`src/rtl/rx_byte_fifo.sv`:
```
// Receive-side byte FIFO: captures Receiver strobes, rejects 2-bit-error
// bytes, and presents a first-word-fall-through valid/ready output.
module rx_byte_fifo #(
   parameter int DEPTH = 8,
   parameter int WIDTH = 8,
   parameter int CNT_W = 8
) (
   input  logic                     clock,
   input  logic                     reset_L,
   input  logic [WIDTH-1:0]         messageByte,
   input  logic                     isNew,
   input  logic                     is2bitErr,
   output logic [WIDTH-1:0]         outByte,
   output logic                     outValid,
   input  logic                     outReady,
   output logic [$clog2(DEPTH):0]   count,
   output logic                     full,
   output logic                     overflow,
   output logic [CNT_W-1:0]         dropCount,
   output logic [CNT_W-1:0]         errCount,
   input  logic                     clearStatus
);

   localparam int AW = $clog2(DEPTH);
   localparam logic [AW:0] FULL_CNT = (AW+1)'(DEPTH);
   localparam logic [AW:0] ONE_CNT = (AW+1)'(1);
   localparam logic [AW-1:0] ONE_PTR = AW'(1);
   localparam logic [CNT_W-1:0] CNT_MAX = '1;
   localparam logic [CNT_W-1:0] CNT_ONE = CNT_W'(1);

   logic [WIDTH-1:0] mem [DEPTH];
   logic [AW-1:0]    rdPtr;
   logic [AW-1:0]    wrPtr;
   logic             goodStrobe;
   logic             push;
   logic             pop;
   logic             dropEvent;
   logic             errEvent;

   assign full       = (count == FULL_CNT);
   assign outValid   = (count != '0);
   assign pop        = outValid & outReady;
   assign goodStrobe = isNew & ~is2bitErr;
   assign push       = goodStrobe & (~full | pop);
   assign dropEvent  = goodStrobe & full & ~pop;
   assign errEvent   = isNew & is2bitErr;

   // Gated so the head reads zero whenever nothing is buffered.
   assign outByte = outValid ? mem[rdPtr] : '0;

   always_ff @(posedge clock) begin
      if (push) begin
         mem[wrPtr] <= messageByte;
      end
   end

   always_ff @(posedge clock or negedge reset_L) begin
      if (!reset_L) begin
         rdPtr <= '0;
         wrPtr <= '0;
         count <= '0;
      end else begin
         if (push) begin
            wrPtr <= wrPtr + ONE_PTR;
         end
         if (pop) begin
            rdPtr <= rdPtr + ONE_PTR;
         end
         if (push && !pop) begin
            count <= count + ONE_CNT;
         end else if (pop && !push) begin
            count <= count - ONE_CNT;
         end
      end
   end

   // A clear in the same cycle as an event takes priority over the event.
   always_ff @(posedge clock or negedge reset_L) begin
      if (!reset_L) begin
         overflow  <= 1'b0;
         dropCount <= '0;
         errCount  <= '0;
      end else if (clearStatus) begin
         overflow  <= 1'b0;
         dropCount <= '0;
         errCount  <= '0;
      end else begin
         if (dropEvent) begin
            overflow <= 1'b1;
            if (dropCount != CNT_MAX) begin
               dropCount <= dropCount + CNT_ONE;
            end
         end
         if (errEvent && errCount != CNT_MAX) begin
            errCount <= errCount + CNT_ONE;
         end
      end
   end

endmodule

```
`config.mk`:
```
export PLATFORM = sky130hd
export DESIGN_NAME = rx_byte_fifo
export DESIGN_NICKNAME = d
export VERILOG_FILES = /design/src/rtl/rx_byte_fifo.sv
export SDC_FILE = /design/constraint.sdc
export NUM_CORES = 1
export LEC_CHECK = 0
export CORE_UTILIZATION = 40
export DETAILED_ROUTE_END_ITERATION = 8
export PLACE_DENSITY = 0.57
export REMOVE_ABC_BUFFERS = 1
export SYNTH_ARGS = -nofsm -noshare
export SYNTH_HDL_FRONTEND = slang
export SYNTH_SLANG_ARGS = --single-unit
```
`constraint.sdc`:
```
create_clock -name clock -period 4.4 [get_ports clock]
set_clock_uncertainty 0.05 [all_clocks]
set_input_delay 0.88 -clock clock [delete_from_list [all_inputs] [get_ports clock]]
set_output_delay 0.88 -clock clock [all_outputs]
set_load 0.005 [all_outputs]
```
After elaboration in Yosys (flattened, before gate mapping) --
Memory sizes are Yosys's and may differ from the RTL's. Index checks and enable logic that the tools add are counted.
Storage, ports and cells: input port bits 14, memories kept 1, register bits after elaboration 27, output and inout bits 31, bits in writable memories 64, word-level logic and storage cells 49
Cells by class: mux-type cells 12, bitwise logic cells 10, eq/ne operators 3, add/subtract/negate cells 6, reduce and logical (&&, ||, !) cells 11
Memories:
- mem | words 8, width 8, read ports 1, clocked after Yosys merged registers in 0, wr ports 1, line 31 | logic [WIDTH-1:0] mem [DEPTH];
Operators by type and width (count):
- 8-bit two-way mux | 6
- 8-bit by 1-bit adder with 8-bit output, second input constant | 2
- 8-bit inequality test, second input constant | 2
- 4-bit two-way mux | 2
- 2-bit nonzero test | 4
- 3-bit by 1-bit adder with 3-bit output, second input constant | 2
- 1-bit bitwise AND | 6
- 4-bit by 1-bit adder with 4-bit output, second input constant | 1
- 4-bit equality test, second input constant | 1
- 1-bit two-way mux | 4
- 4-bit nonzero test | 1
- 4-bit by 1-bit subtractor with 4-bit output, second input constant | 1
- 1-bit logical AND | 3
- 1-bit NOT | 3
- 1-bit logical NOT | 2
- 2-bit AND reduction | 1
- 1-bit bitwise OR | 1

Logic depth before layout (Yosys ltp) --
depth in word-level cells 8, gate-level depth with buffers 10, mapped depth without buffers 10

Worst setup path after synthesis --
Ideal clock, no wire load.
kind in2reg, start point input isNew, end point register count[3], data required time 4.214 ns, path slack 1.394 ns, cell stages on the path 8, buffers on the path 0, library setup time 0.136 ns, data arrival time 2.820 ns, cells stage by stage or2b_2 a21oi_1 ha_1 inv_1 ha_1 a21o_1 a2111oi_0 o31ai_1
Between the ends: longest elaborated chain between the ends 5, elaborated cells on any way between the ends 7, those cells by class mux: 1; bitwise: 2; reduce/logical: 4
RTL lines:
- start, declared | line 11 | input logic isNew,
- 1-bit bitwise AND (*) | line 43 | assign goodStrobe = isNew & ~is2bitErr;
- 1-bit bitwise AND (*) | line 44 | assign push = goodStrobe & (~full | pop);
- via push | line 35 | logic push;
- 1-bit logical NOT | line 71 | end else if (pop && !push) begin
- 1-bit logical AND | line 71
- 2-bit nonzero test (no source line)
- end signal, assigned | line 70 | count <= count + ONE_CNT;
- end signal, assigned | line 72 | count <= count - ONE_CNT;
- end, declared | line 16 | output logic [$clog2(DEPTH):0] count,
Mark *: on every way through the listed nets, which the timed path passes. The rest lies on a longest branch. A chain may end at the register's enable or synchronous reset.

Worst setup path after layout --
Ends and elaborated chain as after synthesis.

==> qor.yml <==
floorplan:
  die_area_um2: 10200
  start_util_pct: 41.83
  rows: 35
  die_w_um: 101.0
  die_y_um: 101.0
  top_level_ports: 45
  core_um2: 9371
worst_setup_path:
  cpLargestDelayFamily: "compound AO/OA/AOI/OAI gates"
  cp_common_cell: "ha_1"
  ff2ff_path_depth: 9
  critPathRequiredTime_ps: 4580
  regToRegSetupSlack_ps: 1340
  start_kind: "input pin"
  cp-end-kind: "register"
  critical_path.slowest_cell: "clkdlybuf4s50_1"
  slowest_delay_ps: 500
  path_class: "input pin to register"
  crit_chain: "clkdlybuf4s50_1 > or2b_2 > a21oi_1 > ha_1 > inv_1 > ha_1 > a21o_1 > a2111oi_0 > o31ai_1"
  cp_max_fo: 6
  cp.buffers_inverters: 2
  r2r-end: "count[3]"
  cp.arrival_ps: 3590
  worstReg2RegStart: "count[1]"
power_and_ir_drop:
  p_per_area_nw_per_um2: 526.1
  leakage_nw: 1.672
  max-vdd-ir-drop_v: 0.0002671
synth:
  synth_top_cell_by_area: "edfxtp_1"
  synth_seq_area_share_pct: 66.26
  yosysTopAreaCellShare_pct: 49.03
  synthCells: 255
  synth_area_leaders: "edfxtp_1 (49%), dfrtp_1 (17%), mux4_2 (9.2%)"
  synth.avg_cell_area_um2: 15.37
  ys.warnings.count: 0
  synth_seq_cells: 91
  synth_area_um2: 3920
  ys_types: 41
global_routing:
  grt_max_degree: 28
  grt_usage_pct: 16.81
  grt_pass1_vias: 2259
  grt_pass1_wl_um: 12390
  grt_antenna_before_repair: 0
  grt_overflow: 0
cells_and_area:
  layout-drive-gt1-share_pct: 15.46
  fillers: 831
  final_common_cell: "edfxtp_1"
  antenna_cells: 0
  layout_common_cells: "edfxtp_1 (64), clkdlybuf4s50_1 (44), nor2_1 (27), dfrtp_1 (27), mux4_2 (16)"
  fin_area_um2: 4767
  nets: 334
  syn2layout_area_growth_pct: 21.61
route:
  drt-total-wl_um: 7717
  ant_nets: 0
  routedWlPerCell_um: 17.30
  drc: 0
  drtPass1Iterations: 4
  vias_per_cell: 5.186
  drt_iter0_markers: 82
  vias: 2313
placed_design:
  placed_area_um2: 4566
  gp_congestion: 0.7619
  port_buffers: 44
  hpwl_um: 5016
timing:
  max_freq_ghz: 0.2933
  rsz0062_at_grt: "no"
  setup_tns_ps: 0
  relSlewSlack_pct: 41.38
  period_minus_slack_ps: 3409
  finalSetupViolCount: 0
  maxSlewViolCount: 0
  hold_viol: 0
  worst_pin_slew_ps: 876.0
  post-route-period-util_pct: 77.49
clocking:
  clk_pin_slew_ps: 90
  worstSkewPairLatency_ps: 350
  cts_buffers: 9
  htree_levels: 3
  root_buffer: "clkbuf_8"
  postCtsSetupBuffers: 0
  ctsLongestPathBuffers: 2
  cts_hold_buf: 0
  clock_sinks: 91
  cts_resized: 0
  cts_tree: "built"
min_path:
  hold_path.startpoint: "overflow"
  min_path_cells: 2
  hold_end: "overflow"
  worstHoldPathType: "register to register"
run:
  cap_violations: 0
run_status:
  status: "finished, final reports clean"
-- worst register-to-register path, delay by kind of cell (launching register included) --
family	cells	cell delay, ps
and+or+nand+nor	1	590
adders and majority gates	2	560
DFF	1	490
AOI/OAI and AO/OA	4	930
buffers and inverters	2	330
-- per-layer routing --
layer / GRT usage [%] / up-vias / routed length (um)
met2: 24.45 / 37 / 3565
li1: - / 1095 / -
met4: 6.020 / 0 / 116
met5: 0 / - / 0
met3: 3.259 / 8 / 262
met1: 25.13 / 1173 / 3772
-- worst max-delay path by stage --
stage / from / endpoint / slack, ps / cells past startpoint
2_1_floorplan: isNew / count[3] / 1390 / 8
6_report: isNew / count[3] / 990 / 9
4_1_cts: rdPtr[1] / outByte[1] / 1010 / 4
5_1_grt: isNew / count[3] / 820 / 9
3_3_place_gp: isNew / count[3] / 730 / 9
3_5_place_dp: isNew / count[3] / 620 / 9
-- registers in the layout, summed over array words and instances (netlist names) --
register	flops
count	4
dropCount	8
overflow	1
mem	64
wrPtr	3
rdPtr	3
errCount	8
-- Yosys cell counts --
cell type  instances
a2111oi_0          2
a211oi_1           2
a21o_1             1
a21oi_1           11
a31o_2             1
and2_1             1
and3_1             1
and4_1             1
buf_1              3
buf_2              1
clkbuf_1           4
dfrtp_1           27
edfxtp_1          64
fa_1               1
ha_1               7
inv_1              7
mux2_2             3
mux2i_1           11
mux4_2            16
nand2_1           12
nand2b_1           4
nand3_1            6
nand4_1            1
nor2_1            27
nor3_1             6
nor3b_1            1
nor4_1             1
nor4_2             1
nor4b_1            1
o2111ai_1          1
o211ai_1           1
o21ai_0            3
o31ai_1            3
o41ai_1            2
or2b_2             1
or3_1              1
or4_1              4
or4_4              1
or4b_4             1
xnor2_1           10
xor2_1             3
-- metrics by stage --
| stage | utilization (%) | setup WS, ps | power [mW] | hold slack [ps] | std cells |
|---|---|---|---|---|---|
| after floorplan | - | 1394 | 1.591 | 430.5 | 247 |
| after global placement | 48.72 | 734.8 | 1.957 | 430.5 | 430 |
| after detailed placement | 48.72 | 619.9 | 1.971 | 448.8 | 430 |
| after CTS | 50.87 | 1010 | 2.548 | 470.4 | 446 |
| after global routing | 50.87 | 818.3 | 2.664 | 503.3 | 446 |
| final | 50.87 | 990.6 | 2.508 | 457.1 | 446 |
-- where the power goes --
part / switching (mW) / internal [mW] / leakage, nW
sequential: 0.139 / 1.01 / 0.933
combinational: 0.312 / 0.469 / 0.644
clock: 0.304 / 0.270 / 0.0950
-- final cells by class --
cell class                 instances  area, um2  area share, %
sequential                        91       2597          54.49
multi-input combinational        149       1265          26.54
timing repair buffer              54      515.5          10.81
tap                              129      161.4          3.386
clock buffer                      10      127.6          2.677
clock inverter                     6      73.82          1.549
inverter                           7      26.28         0.5512
-- logic make-up (layout without fill, tap and decap cells) --
kind of cell	Yosys count	after routing	synth area share, %
flops	91	91	66.26
compound gates	27	27	4.469
mux	30	30	12.86
xor+xnor	13	13	2.905
simple gates	71	71	9.289
buf+inv	15	77	1.468
fa+ha+maj	8	8	2.745
Note: power is estimated with default switching activity, not from simulation.
